--- src/rtl/vga_pkg.sv ---
// Shared VGA timing defaults and the raster record carried down the alignment delay line.
package vga_pkg;
  localparam int VGA_H_ACTIVE = 640;
  localparam int VGA_H_FP     = 16;
  localparam int VGA_H_SYNC   = 96;
  localparam int VGA_H_BP     = 48;
  localparam int VGA_V_ACTIVE = 480;
  localparam int VGA_V_FP     = 10;
  localparam int VGA_V_SYNC   = 2;
  localparam int VGA_V_BP     = 33;
  localparam int VGA_H_TOTAL  = VGA_H_ACTIVE + VGA_H_FP + VGA_H_SYNC + VGA_H_BP;
  localparam int VGA_V_TOTAL  = VGA_V_ACTIVE + VGA_V_FP + VGA_V_SYNC + VGA_V_BP;
  localparam logic VGA_SYNC_ACTIVE = 1'b0;
  localparam int CNT_W = 10;

  typedef struct packed {
    logic [CNT_W-1:0] hCount;
    logic [CNT_W-1:0] vCount;
    logic             active;
    logic             hs;
    logic             vs;
  } raster_t;

  // Blank raster record: origin, inactive, syncs at their idle level.
  function automatic raster_t idle_raster(input logic sync_active);
    idle_raster    = '0;
    idle_raster.hs = ~sync_active;
    idle_raster.vs = ~sync_active;
  endfunction
endpackage

--- src/rtl/vga_timing.sv ---
// Stage 0 of the fetcher: raster counters, active-area flag and undelayed sync levels.
module vga_timing import vga_pkg::*; #(
  parameter int   H_ACTIVE    = VGA_H_ACTIVE,
  parameter int   H_FP        = VGA_H_FP,
  parameter int   H_SYNC      = VGA_H_SYNC,
  parameter int   H_BP        = VGA_H_BP,
  parameter int   V_ACTIVE    = VGA_V_ACTIVE,
  parameter int   V_FP        = VGA_V_FP,
  parameter int   V_SYNC      = VGA_V_SYNC,
  parameter int   V_BP        = VGA_V_BP,
  parameter logic SYNC_ACTIVE = VGA_SYNC_ACTIVE
) (
  input  logic    clk_i,
  input  logic    rst_i,
  output raster_t pos_o,
  output logic    lineEnd_o,
  output logic    frameEnd_o
);
  localparam int H_TOTAL = H_ACTIVE + H_FP + H_SYNC + H_BP;
  localparam int V_TOTAL = V_ACTIVE + V_FP + V_SYNC + V_BP;

  logic [CNT_W-1:0] hCount_q, hCount_d, vCount_q, vCount_d;
  logic hsOn, vsOn;

  assign lineEnd_o  = hCount_q == CNT_W'(H_TOTAL-1);
  assign frameEnd_o = lineEnd_o && vCount_q == CNT_W'(V_TOTAL-1);

  always_comb begin
    hCount_d = lineEnd_o ? '0 : hCount_q + 1'b1;
    vCount_d = vCount_q;
    if (lineEnd_o) vCount_d = frameEnd_o ? '0 : vCount_q + 1'b1;
  end

  always_ff @(posedge clk_i) begin
    if (rst_i) begin
      hCount_q <= '0;
      vCount_q <= '0;
    end else begin
      hCount_q <= hCount_d;
      vCount_q <= vCount_d;
    end
  end

  assign hsOn = hCount_q >= CNT_W'(H_ACTIVE+H_FP) && hCount_q < CNT_W'(H_ACTIVE+H_FP+H_SYNC);
  assign vsOn = vCount_q >= CNT_W'(V_ACTIVE+V_FP) && vCount_q < CNT_W'(V_ACTIVE+V_FP+V_SYNC);

  always_comb begin
    pos_o.hCount = hCount_q;
    pos_o.vCount = vCount_q;
    pos_o.active = hCount_q < CNT_W'(H_ACTIVE) && vCount_q < CNT_W'(V_ACTIVE);
    pos_o.hs     = hsOn ? SYNC_ACTIVE : ~SYNC_ACTIVE;
    pos_o.vs     = vsOn ? SYNC_ACTIVE : ~SYNC_ACTIVE;
  end
endmodule

--- src/rtl/frame_fetcher.sv ---
// Raster-driven framebuffer reader: multiplier-free scaled address generation plus
// delay lines that align videoOn/color_index and the syncs with the downstream printer.
module frame_fetcher import vga_pkg::*; #(
  parameter int   H_ACTIVE    = VGA_H_ACTIVE,
  parameter int   H_FP        = VGA_H_FP,
  parameter int   H_SYNC      = VGA_H_SYNC,
  parameter int   H_BP        = VGA_H_BP,
  parameter int   V_ACTIVE    = VGA_V_ACTIVE,
  parameter int   V_FP        = VGA_V_FP,
  parameter int   V_SYNC      = VGA_V_SYNC,
  parameter int   V_BP        = VGA_V_BP,
  parameter int   SCALE       = 2,
  parameter int   FB_W        = 320,
  parameter int   FB_H        = 240,
  parameter int   ADDR_W      = 17,
  parameter int   PRINTER_LAT = 2,
  parameter logic SYNC_ACTIVE = VGA_SYNC_ACTIVE
) (
  input  logic              vgaClk,
  input  logic              rst,
  output logic [ADDR_W-1:0] fbAddr,
  input  logic [7:0]        fbData,
  output logic              videoOn,
  output logic [7:0]        color_index,
  output logic              hsync,
  output logic              vsync,
  output logic              frameStart
);
  localparam int DLY   = 2 + PRINTER_LAT;
  localparam int SUB_W = (SCALE > 1) ? $clog2(SCALE) : 1;
  localparam raster_t RST_POS = idle_raster(SYNC_ACTIVE);

  if (FB_W*SCALE != H_ACTIVE) begin : g_bad_w
    $error("frame_fetcher: FB_W*SCALE must equal H_ACTIVE");
  end
  if (FB_H*SCALE != V_ACTIVE) begin : g_bad_h
    $error("frame_fetcher: FB_H*SCALE must equal V_ACTIVE");
  end
  if (FB_W*FB_H > 2**ADDR_W) begin : g_bad_a
    $error("frame_fetcher: framebuffer does not fit in ADDR_W");
  end
  if ((SCALE & (SCALE-1)) != 0) begin : g_bad_s
    $error("frame_fetcher: SCALE must be a power of two");
  end

  raster_t pos;
  logic    lineEnd, frameEnd;

  vga_timing #(
    .H_ACTIVE(H_ACTIVE), .H_FP(H_FP), .H_SYNC(H_SYNC), .H_BP(H_BP),
    .V_ACTIVE(V_ACTIVE), .V_FP(V_FP), .V_SYNC(V_SYNC), .V_BP(V_BP),
    .SYNC_ACTIVE(SYNC_ACTIVE)
  ) u_timing (
    .clk_i(vgaClk), .rst_i(rst), .pos_o(pos), .lineEnd_o(lineEnd), .frameEnd_o(frameEnd)
  );

  logic [SUB_W-1:0]  colSub_q, colSub_d, lineSub_q, lineSub_d;
  logic [ADDR_W-1:0] colCnt_q, colCnt_d, lineBase_q, lineBase_d, fbAddr_q, fbAddr_d;
  logic              frameStart_q;
  raster_t           pipe_q [1:DLY];

  // colSub/lineSub count replicated pixels/lines so the address advances once per SCALE.
  always_comb begin
    colSub_d   = colSub_q;
    colCnt_d   = colCnt_q;
    lineSub_d  = lineSub_q;
    lineBase_d = lineBase_q;
    fbAddr_d   = fbAddr_q;
    if (pos.active) begin
      fbAddr_d = lineBase_q + colCnt_q;
      colSub_d = colSub_q + 1'b1;
      if (colSub_q == SUB_W'(SCALE-1)) begin
        colSub_d = '0;
        colCnt_d = colCnt_q + 1'b1;
      end
    end
    if (lineEnd) begin
      colSub_d = '0;
      colCnt_d = '0;
      if (pos.vCount < CNT_W'(V_ACTIVE)) begin
        lineSub_d = lineSub_q + 1'b1;
        if (lineSub_q == SUB_W'(SCALE-1)) begin
          lineSub_d  = '0;
          lineBase_d = lineBase_q + ADDR_W'(FB_W);
        end
      end
    end
    if (frameEnd) begin
      lineSub_d  = '0;
      lineBase_d = '0;
    end
  end

  always_ff @(posedge vgaClk) begin
    if (rst) begin
      colSub_q     <= '0;
      colCnt_q     <= '0;
      lineSub_q    <= '0;
      lineBase_q   <= '0;
      fbAddr_q     <= '0;
      frameStart_q <= 1'b0;
      for (int i = 1; i <= DLY; i++) pipe_q[i] <= RST_POS;
    end else begin
      colSub_q     <= colSub_d;
      colCnt_q     <= colCnt_d;
      lineSub_q    <= lineSub_d;
      lineBase_q   <= lineBase_d;
      fbAddr_q     <= fbAddr_d;
      frameStart_q <= pos.hCount == '0 && pos.vCount == '0;
      pipe_q[1]    <= pos;
      for (int i = 2; i <= DLY; i++) pipe_q[i] <= pipe_q[i-1];
    end
  end

  // Memory read data lands in the same cycle as stage 2 of the delay line.
  assign fbAddr      = fbAddr_q;
  assign frameStart  = frameStart_q;
  assign videoOn     = pipe_q[2].active;
  assign color_index = videoOn ? fbData : 8'd0;
  assign hsync       = pipe_q[DLY].hs;
  assign vsync       = pipe_q[DLY].vs;

  logic unused_pipe;
  always_comb begin
    unused_pipe = 1'b0;
    for (int i = 1; i <= DLY; i++) unused_pipe = unused_pipe ^ (^pipe_q[i]);
  end
endmodule

--- config.mk ---
export PLATFORM = sky130hd
export DESIGN_NAME = frame_fetcher
export DESIGN_NICKNAME = d
export VERILOG_FILES = /design/src/rtl/vga_pkg.sv /design/src/rtl/vga_timing.sv /design/src/rtl/frame_fetcher.sv
export SDC_FILE = /design/constraint.sdc
export NUM_CORES = 1
export LEC_CHECK = 0
export CORE_MARGIN = 4
export CORE_UTILIZATION = 60
export CTS_CLUSTER_DIAMETER = 60
export CTS_CLUSTER_SIZE = 40
export DETAILED_ROUTE_END_ITERATION = 8
export PLACE_DENSITY = 0.83
export SLEW_MARGIN = 40
export SYNTH_ARGS = -nofsm -noshare
export SYNTH_HDL_FRONTEND = slang
export SYNTH_SLANG_ARGS = --single-unit
--- constraint.sdc ---
create_clock -name vgaClk -period 5.2 [get_ports vgaClk]
set_input_delay 0.78 -clock vgaClk [delete_from_list [all_inputs] [get_ports vgaClk]]
set_output_delay 0.78 -clock vgaClk [all_outputs]
set_load 0.005 [all_outputs]
## Word level (Yosys, flattened, before mapping)

Memory sizes are Yosys's and may differ from the RTL's.
Index checks and enable logic that the tools add are counted.

- Word-level logic and storage cells: 53
- Output and inout bits: 29
- Memories kept: 1
- Register bits: 74
- RAM bits: 92

- Reductions and logical operators: 12
- Add/subtract/negate cells: 7
- Equal/unequal tests: 2
- $lt $le $gt $ge: 6
- Multiplexer cells: 13
- Bitwise logic cells: 4

Memories:

| name | words | width | read ports | clocked after Yosys merged registers in | wr ports | line | text |
|---|---|---|---|---|---|---|---|
| pipe_q | 4 | 23 | 4 | 0 | 4 | frame_fetcher.sv:60 | `raster_t pipe_q [1:DLY];` |

Operators with widths:

| operator | number |
|---|---|
| 23-bit 2-to-1 mux | 4 |
| 10-bit by 1-bit adder with 10-bit output (second input constant) | 2 |
| 10-bit equality test (second input constant) | 2 |
| 10-bit logical NOT | 2 |
| 10-bit < comparator (second input constant) | 2 |
| 10-bit by 9-bit < comparator with 1-bit output (second input constant) | 2 |
| 17-bit by 1-bit adder with 17-bit output (second input constant) | 1 |
| 17-bit adder | 1 |
| 17-bit by 9-bit adder with 17-bit output (second input constant) | 1 |
| 10-bit >= comparator (second input constant) | 1 |
| 10-bit by 9-bit >= comparator with 1-bit output (second input constant) | 1 |
| 10-bit 2-to-1 mux | 1 |
| 8-bit 2-to-1 mux | 1 |
| 1-bit 2-to-1 mux | 7 |
| 1-bit logical AND | 5 |
| 1-bit OR | 4 |
| 2-bit AND reduction | 2 |
| 2-bit OR reduction | 2 |
| 3-bit AND reduction | 1 |
| 1-bit adder (second input constant) | 2 |

## Depth between registers and ports, before layout

Gate-level depths: netlist of the first run.

- Depth after elaboration: 4
- Gate-level depth with buffers: 8
- Gate-level depth less buffers: 8

## Hierarchy

From an unflattened synthesis of the first run, not the netlist that was laid out.

- Cells, all modules: 433
- Area, all modules: 3824.9 um^2

By module, submodules not included:

| module | area an instance (um^2) | seq. area each (um^2) | cells an instance | times used |
|---|---|---|---|---|
| frame_fetcher | 2803.9 | 1161.1 | 312 | 1 |
| vga_timing | 1021.0 | 400.4 | 121 | 1 |

## Worst setup path after synthesis of the first run

Ideal clock, no wire load.

- Kind: register -> register
- Start: register lineBase_q[6]
- End: register fbAddr_q[16] (netlist: fbAddr[16])
- Path slack: 3.382 ns
- Stages on the path, launching flop included: 9
- Setup time: 0.126 ns
- Clock period less this slack: 1.818 ns
- Data arrival time: 1.692 ns
- Cell sequence: dfxtp_1 > ha_1 > inv_1 > fa_1 > nor2b_1 > o2111ai_1 > a21oi_1 > or3_1 > o211ai_1

- Longest elaborated chain between the ends: 1

RTL lines:

| element | line | text |
|---|---|---|
| start, declared | frame_fetcher.sv:58 | `logic [ADDR_W-1:0] colCnt_q, colCnt_d, lineBase_q, lineBase_d, fbAddr_q, fbAddr_d;` |
| start signal, assigned | frame_fetcher.sv:107 | `lineBase_q <= lineBase_d;` |
| 17-bit adder | frame_fetcher.sv:70 | `fbAddr_d = lineBase_q + colCnt_q;` |
| end signal, assigned | frame_fetcher.sv:108 | `fbAddr_q <= fbAddr_d;` |
| end, declared | frame_fetcher.sv:58 |  |

No other way between the ends.
A chain may end at the register's enable or synchronous reset.

## Worst setup path in the final report of the first run

- Start: input port fbData[4]
- End: output port color_index[4]

- Longest elaborated chain between the ends: 1

RTL lines:

| element | line | text |
|---|---|---|
| start, declared | frame_fetcher.sv:22 | `input logic [7:0] fbData,` |
| 8-bit 2-to-1 mux | frame_fetcher.sv:119 | `assign color_index = videoOn ? fbData : 8'd0;` |
| end, declared | frame_fetcher.sv:24 | `output logic [7:0] color_index,` |

No other way between the ends.

==> results of run 1 <==
-- stage by stage --
step / total power, uW / hold WS (ps) / setup slack (ps) / utilization (%)
after global routing: 1240 / 424 / 2510 / 73.5
final: 1200 / 414 / 2550 / 73.5
after global placement: 667 / 394 / 2560 / 69.6
after floorplan: 647 / 389 / 3380 / -
after detailed placement: 668 / 398 / 2520 / 69.6
after CTS: 1210 / 417 / 2540 / 73.5
-- logic make-up after synthesis --
kind of cell / share of synthesized area (%)
AOI/OAI and AO/OA: 9.63
and+or+nand+nor: 29.6
buffers and inverters: 3.82
DFF: 40.5
xor gates and xnor gates: 9.98
adders and majority gates: 6.03
muxes: 0.519
-- registers in the layout (all words and copies together) (netlist names) --
name / flops
u_timing.hCount_q: 10
lineBase_q: 11
colCnt_q: 17
lineSub_q: 1
fbAddr: 17
frameStart: 1
pipe_q: 10
u_timing.vCount_q: 10
colSub_q: 1
-- layout make-up --
class,count,area (um^2)
multi-input cells,327,2150
clock inverters,5,108
fillers,453,1610
inverters,11,41.3
flip-flops and latches,78,1560
clock buffers,11,131
well taps,75,93.8
repair buffers,40,395
-- metal layers --
layer	global-route usage (%)	wire length, um	vias up
li1	-	-	1578
met2	37.5	3850	78
met4	7.01	119	0
met5	0	0	-
met3	5.64	424	13
met1	28.0	3510	1496
-- path summary, 6_finish.rpt --
kind,startpoint,to,slack (ps),cells past startpoint
max,fbData[4],color_index[4],2550,3
max reg2reg,u_timing.hCount_q[0]$_SDFF_PP0_,lineBase_q[9]$_SDFFE_PP0P_,3030,5
min reg2reg,pipe_q[0][23]$_SDFF_PP1_,pipe_q[0][46]$_SDFF_PP1_,410,1
min,pipe_q[0][23]$_SDFF_PP1_,pipe_q[0][46]$_SDFF_PP1_,410,1
-- power breakdown --
| group | leakage, uW | internal, uW | switching, uW |
|---|---|---|---|
| Sequential | 0.000631 | 603 | 6.59 |
| Combinational | 0.00102 | 23.4 | 20.9 |
| Clock | 0.000118 | 321 | 222 |
-- cell usage after synthesis (all sizes together) --
cell type / n
o21ai: 7
a41oi: 1
o211ai: 4
a311o: 1
nand4b: 1
nand2: 35
a31oi: 1
a21oi: 21
nor4b: 1
a211oi: 3
fa: 1
nor3: 11
nor2b: 5
nand2b: 1
o21bai: 1
a2111o: 1
nand3b: 12
o21a: 1
o211a: 1
inv: 11
o2111ai: 3
nor3b: 2
xor2: 30
a31o: 3
nor2: 53
clkbuf: 5
and3: 13
a21o: 6
or2: 7
nand4: 8
or4: 1
and4bb: 2
nor4: 5
xnor2: 14
or3: 7
nand3: 27
ha: 17
and2: 11
buf: 13
a221oi: 1
dfxtp: 78
and4: 6
mux2i: 2
-- worst max-delay path: cells and delay by family --
family / cells / cell delay [ps]
AND/OR/NAND/NOR: 1 / 140
buffers and inverters: 2 / 960
-- cell usage in the layout (no fill, tap or decap), types with 5 or more instances in the layout --
cell / n
a21o_1: 6
inv_1: 11
xnor2_1: 14
or2_2: 7
a21oi_1: 21
and4_1: 6
and2_1: 11
nand4_1: 8
nor2_1: 53
nand3b_1: 12
clkdlybuf4s50_1: 38
and3_1: 13
or3_1: 7
clkbuf_8: 9
nand2_1: 35
nor2b_1: 5
xor2_1: 30
o21ai_0: 6
nand3_1: 26
ha_1: 17
nor3_1: 11
dfxtp_1: 78
==> flow_summary.toml, run 1 <==
[status]
status = "completed"

[worst_setup_path]
crit_path_frequent_cell = "clkdlybuf4s50_1"
slowest_delay_ps = 510
crit_arrival_ps = 1870
crit_type = "input port to primary output"
cp_max_fo = 1
critPathLaunchType = "input port"
cp.required_ps = 4420
path_cells = "clkdlybuf4s50_1 > and2_1 > clkdlybuf4s50_1"
slowest_stage = "clkdlybuf4s50_1"
endpoint_kind = "primary output"

[die]
pin_count = 39
die_area_um2 = 7780
die_y_um = 88.2
coreArea_um2 = 6100
start_util_pct = 63.3
die_w_um = 88.2
rows = 28

[layout]
num-nets-final = 495
finalInstanceArea_um2 = 4480
final_cells = 547
antennaDiodeCount = 0
syn2layout_area_growth_pct = 16.1
drive_above_1_share_pct = 7.20

[timing]
hold_viol = 0
drv_slew = 0
fin_tns_setup_ps = 0
clock-skew-final_ps = 8.38
setup_violations = 0
tightest_slew_ps = 775
timing.slew.headroom_pct = 48.4
period_minus_slack_ps = 2650
rsz0062_at_grt = "false"
timing.fmax_ghz = 0.377
timing.final.crit_share_pct = 51.0

[clock_tree]
clockBufferDepth = 2
htreeDepth = 3
cts_resized = 0
cts.clk_slew.worst_paths_ps = 80
cts_tree = "built"
cts.sinks = 78
numCtsBuffers = 9
insertion_delay_ps = 350
hold_buffers = 0
post_cts_buffers = 0
cts_root_buf = "clkbuf_8"

[yosys]
ys_types = 50
synth.largest_area_cell = "dfxtp_1"
syn_area_per_cell_um2 = 8.89
yosys.area.top_type_share_pct = 40.5
yosys-top-cells-area = "dfxtp_1 (40%), xor2_1 (6.8%), ha_1 (5.5%), nor2_1 (5.2%), nand2_1 (3.4%)"
synthCells = 434
synth.ff_latch_count = 78
synth_area_um2 = 3860
syn_nets = 462
synth_warnings = 0
seq_area_frac_synth_pct = 40.5

[global_route]
grt_overflow = 0
grt_pass1_vias = 3022
antenna_found_initial = 0
grt_start_max_net_pins = 32
grt_pass1_wl_um = 13700
track_usage_pct = 22.2

[detailed_routing]
wirelength_um = 7910
ant_nets = 0
drc = 0
vias = 3165
viasPerCell = 5.79
wl_per_cell_um = 14.5
drt_iter0_drc = 156
firstDrtPassIters = 4

[run]
cap_viol_max_count = 0

[place]
gp_congestion = 0.833
port_buffers = 38
dp_hpwl_um = 5520
placed_cell_area_um2 = 4240
dp_cells = 531

[power]
vdd_drop_max_mv = 0.221
powerDensity_nw_per_um2 = 267
leakage_uw = 0.00177

[min_path]
hp-class = "flip-flop to flip-flop"
Note: power is estimated with default switching activity, not from simulation.
==> inputs of run 2 (changes only) <==
CORE_UTILIZATION = 51   (was 60)
PLACE_DENSITY = 0.76   (was 0.83)
clock period = 2.31 ns   (was 5.2 ns; I/O delays follow)
==> run 2 against run 1 <==
Compared with the run above: final cell count rose by 5.5%; combinational power grew 130%; worst hold slack improved by 0.66 ps; sequential power up 120%; core utilization fell by 12 points; die area grew 16%; first-iteration DRC count rose by 1.9%; cell area increased by 0.56%; critical path depth is 5 higher; register-to-register slack got worse by 2800 ps; clock skew grew 4.5 ps; sequential share of layout area decreased by 0.19 points; largest power group unchanged.
==> flow_summary.toml, run 2 (synthesis gave the netlist of run 1 again) <==
[layout]
num-nets-final = 501
final_cell_mix = "dfxtp_1 (78), nor2_1 (53), clkdlybuf4s50_1 (38)"
final_common_cell = "dfxtp_1"
syn2layout_area_growth_pct = 16.8
antennaDiodeCount = 0
drive_above_1_share_pct = 8.58

[place]
gp_congestion = 0.912
port_buffers = 38
dp_hpwl_um = 5740

[detailed_routing]
viasPerCell = 5.45
wirelength_um = 7980
firstDrtPassIters = 4
drc = 0
drt_iter0_drc = 159
wl_per_cell_um = 13.8
ant_nets = 0
vias = 3145

[timing]
setup_violations = 0
fin_hold_ws_ps = 414
period_minus_slack_ps = 2090
timing.fmax_ghz = 0.479
clock-skew-final_ps = 12.9
drv_slew = 0
rsz0062_at_grt = "false"
timing.slew.headroom_pct = 69.0
timing.final.crit_share_pct = 90.4
hold_viol = 0
fin_tns_setup_ps = 0
tightest_slew_ps = 462

[global_route]
grt_overflow = 0
grt_start_max_net_pins = 23
grt_pass1_vias = 2955
grt_pass1_wl_um = 13600
track_usage_pct = 19.1
antenna_found_initial = 0

[power]
vdd_drop_max_mv = 0.307
leakage_uw = 0.00176
p_comb_share_pct = 4.2
p_int_uw = 1850
swShare_pct = 24.7
switchingPower_uw = 607
seq_power_share_pct = 55.9
powerDensity_nw_per_um2 = 545
clkPwrFrac_pct = 39.9

[die]
pin_count = 39
start_util_pct = 52.9
die_w_um = 95.0
coreArea_um2 = 7290
die_y_um = 95.0
rows = 31
die_area_um2 = 9020

[min_path]
holdPathEnd = "pipe_q[0][92]$_SDFF_PP1_"
min_path_cells = 1
hp-start = "pipe_q[0][69]$_SDFF_PP1_"
hp-class = "flip-flop to flip-flop"

[worst_setup_path]
reg2reg_from = "lineBase_q[6]$_SDFFE_PP0P_"
crit_arrival_ps = 2330
cp.required_ps = 2550
critPathLaunchType = "flip-flop"
r2r_slack_ps = 220
regToRegEndpoint = "fbAddr[16]$_SDFFE_PP0P_"
cp_max_fo = 4
r2r_cells = 8
endpoint_kind = "flip-flop"
crit_type = "flip-flop to flip-flop"

[clock_tree]
cts_tree = "built"
post_cts_buffers = 0
insertion_delay_ps = 350
clockBufferDepth = 2
cts_root_buf = "clkbuf_8"
cts.clk_slew.worst_paths_ps = 90
numCtsBuffers = 9
hold_buffers = 0
cts_resized = 0
htreeDepth = 3
cts.sinks = 78

[run]
cap_viol_max_count = 0

[status]
status = "completed"
[run 2: worst max-delay path by stage]
stage,from,to,slack (ps),cells after the start
6_report,lineBase_q[6]$_SDFFE_PP0P_,fbAddr[16]$_SDFFE_PP0P_,220,8
3_5_place_dp,lineBase_q[6]$_SDFFE_PP0P_,fbAddr[16]$_SDFFE_PP0P_,290,8
4_1_cts,lineBase_q[6]$_SDFFE_PP0P_,fbAddr[16]$_SDFFE_PP0P_,240,8
2_1_floorplan,lineBase_q[6]$_SDFFE_PP0P_,fbAddr[16]$_SDFFE_PP0P_,490,8
5_1_grt,lineBase_q[6]$_SDFFE_PP0P_,fbAddr[16]$_SDFFE_PP0P_,8,8
3_3_place_gp,lineBase_q[6]$_SDFFE_PP0P_,fbAddr[16]$_SDFFE_PP0P_,340,8
[run 2: final cells by class]
cell class,instances,area [um^2]
fillers,662,2790
multi-input cells,327,2150
flip-flops and latches,78,1560
repair buffers,46,440
clock buffers,10,138
well taps,99,124
clock inverters,6,51.3
inverters,11,41.3
[run 2: critical path: stages (launching register included)]
cell and delay, ps:
dfxtp_1 420, ha_1 220, inv_1 60, fa_1 380
nor2b_1 210, o2111ai_1 210, a21oi_1 270, or3_1 140
o211ai_1 70
[run 2: through the flow]
step	instance area [um^2]	setup WS (ps)	utilization, %	power, uW	cells
after floorplan	3860	492	-	1460	434
after global placement	4320	338	59.2	1510	561
after global routing	4510	7.92	61.8	2570	577
final	4510	222	61.8	2460	577
after CTS	4510	244	61.8	2490	577
after detailed placement	4320	288	59.2	1510	561
[run 2: power groups by stage]
stage / clock network (uW) / registers [uW] / logic [uW]
finish: 979 / 1370 / 104
global route: 1070 / 1380 / 117
CTS: 1010 / 1370 / 105
detailed placement: 0 / 1400 / 104
global placement: 0 / 1400 / 103
floorplan: 0 / 1400 / 55.0
[run 2: per-layer routing]
metal | up-vias | global-route usage [%] | share of wire (%)
met4 | 0 | 8.77 | 2.1
met1 | 1466 | 24.2 | 46
met2 | 79 | 31.3 | 47
met3 | 15 | 3.82 | 5.3
met5 | - | 0 | 0
li1 | 1585 | - | -
==> inputs of run 3 (changes only) <==
clock period = 1.7 ns   (was 2.31 ns; I/O delays follow)
==> run 3 against run 2 <==
Compared with the run above: the flow now finishes with violations (negative setup slack); combinational power increased by 60%; clock-buffer cell count decreased by 1; cell area increased by 13%; worst hold slack got worse by 2.3 ps; core utilization increased by 8.3 points; routed wire length increased by 9.4%; largest power group unchanged; highest routed layer unchanged.
==> flow_summary.toml, run 3 (synthesis gave the netlist of run 1 again) <==
[status]
status = "complete, but fails checks"
violations = "negative setup slack"

[min_path]
min_path_cells = 1
hp-class = "flip-flop to flip-flop"

[worst_setup_path]
cp_max_fo = 4
cp.required_ps = 1950
slowest_delay_ps = 420
crit_type = "flip-flop to flip-flop"
crit_arrival_ps = 1950
path_cells = "inv_1 > fa_2 > nor2b_4 > o2111ai_4 > nand2_1 > a311o_1 > o211ai_1"
r2r_cells = 7
path_depth = 7
slowest_stage = "fa_2"
crit_buf_inv = 1
critPathLaunchType = "flip-flop"
endpoint_kind = "flip-flop"
path_delay_family = "adder cells"

[power]
swShare_pct = 23.5
switchingPower_uw = 800
seq_power_share_pct = 54.6
powerDensity_nw_per_um2 = 666
p_int_uw = 2610
power_uw = 3410
leakage_uw = 0.00204
p_comb_share_pct = 4.9
vdd_drop_max_mv = 0.508
clkPwrFrac_pct = 40.5

[timing]
hold_viol = 0
fin_hold_ws_ps = 412
clock-skew-final_ps = 15.0
setup_violations = 1
fin_ws_ps = -4.15
timing.slew.headroom_pct = 72.8
rsz0062_at_grt = "true"
tightest_slew_ps = 408
timing.final.crit_share_pct = 100
timing.fmax_ghz = 0.587
period_minus_slack_ps = 1700
drv_slew = 0

[die]
die_w_um = 95.0
pin_count = 39
die_y_um = 95.0
rows = 31
start_util_pct = 52.9
die_area_um2 = 9020
coreArea_um2 = 7290

[place]
gp_congestion = 0.836
port_buffers = 38
dp_hpwl_um = 6160

[layout]
multi_input_area_um2 = 2320
seqCellArea_um2 = 1570
final_common_cell = "dfxtp_1"
fill_cells = 568
fin_util_pct = 70.1
num-nets-final = 549
antennaDiodeCount = 0
final_cell_mix = "dfxtp_1 (70), nor2_1 (53), buf_4 (50)"
syn2layout_area_growth_pct = 32.5
drive_above_1_share_pct = 22.9

[clock_tree]
numCtsBuffers = 9
cts.sinks = 78
insertion_delay_ps = 360
cts_tree = "built"
cts.clk_slew.worst_paths_ps = 90
cts_root_buf = "clkbuf_8"
clockBufferDepth = 2
htreeDepth = 3

[detailed_routing]
ant_nets = 0
wl_per_cell_um = 14.0
viasPerCell = 5.30
drc = 0
vias = 3305
firstDrtPassIters = 4
wirelength_um = 8730
drt_iter0_drc = 131

[global_route]
grt_start_max_net_pins = 31
antenna_found_initial = 0
grt_pass1_wl_um = 14500
grt_pass1_vias = 3132
grt_overflow = 0
track_usage_pct = 20.4

[run]
cap_viol_max_count = 0
run 3: routing by layer:
metal	GRT usage, %	up-vias	part of all wire, %
met5	0	-	0
met4	6.85	0	1.3
met3	4.14	10	4.2
met2	33.5	61	47
met1	26.7	1552	48
li1	-	1682	-
run 3: power groups by stage:
stage	logic, uW	registers (uW)	clock network (uW)
finish	166	1860	1380
global route	184	1870	1480
floorplan	74.8	1910	0
CTS	168	1860	1400
detailed placement	167	1900	0
global placement	163	1900	0
run 3: timing repair:
item | CTS | global route
hold buffers | 0 | 0
setup buffers | 1 | 0
gates resized for setup | 8 | 20
setup endpoints to repair | 8 | 14
pin swaps | 5 | 8
run 3: metrics by stage:
| step | std cells | setup TNS, ps | worst slack (ps) | instance area [um^2] |
|---|---|---|---|---|
| 3_3_place_gp | 608 | -26.2 | -20.6 | 4780 |
| 4_1_cts | 624 | -3.05 | -2.92 | 5020 |
| 6_report | 624 | -4.15 | -4.15 | 5110 |
| 5_1_grt | 624 | -503 | -134 | 5110 |
| 3_5_place_dp | 608 | -202 | -97.1 | 4780 |
| 2_1_floorplan | 434 | -5.92 | -3.97 | 3910 |
run 3: final timing paths:
check                            from                  endpoint  slack [ps]
max          colCnt_q[7]$_SDFFE_PP0P_   fbAddr[14]$_SDFFE_PP0P_          -4
max reg2reg  colCnt_q[7]$_SDFFE_PP0P_   fbAddr[14]$_SDFFE_PP0P_          -4
min reg2reg  pipe_q[0][46]$_SDFF_PP1_  pipe_q[0][69]$_SDFF_PP1_         410
min          pipe_q[0][46]$_SDFF_PP1_  pipe_q[0][69]$_SDFF_PP1_         410
run 3: cell type report:
type	count	share of cell area (%)
Timing Repair Buffer	94	17.0
Sequential cell	78	30.7
Multi-Input combinational cell	327	45.4
Inverter	11	0.807
Clock inverter	6	1.25
Tap cell	99	2.42
Clock buffer	9	2.42
run 3: worst register-to-register path, stage by stage, from the launching register on:
cell and delay [ps]:
dfxtp_2 380, inv_1 100, fa_2 420, nor2b_4 160
o2111ai_4 140, nand2_1 120, a311o_1 170, o211ai_1 90
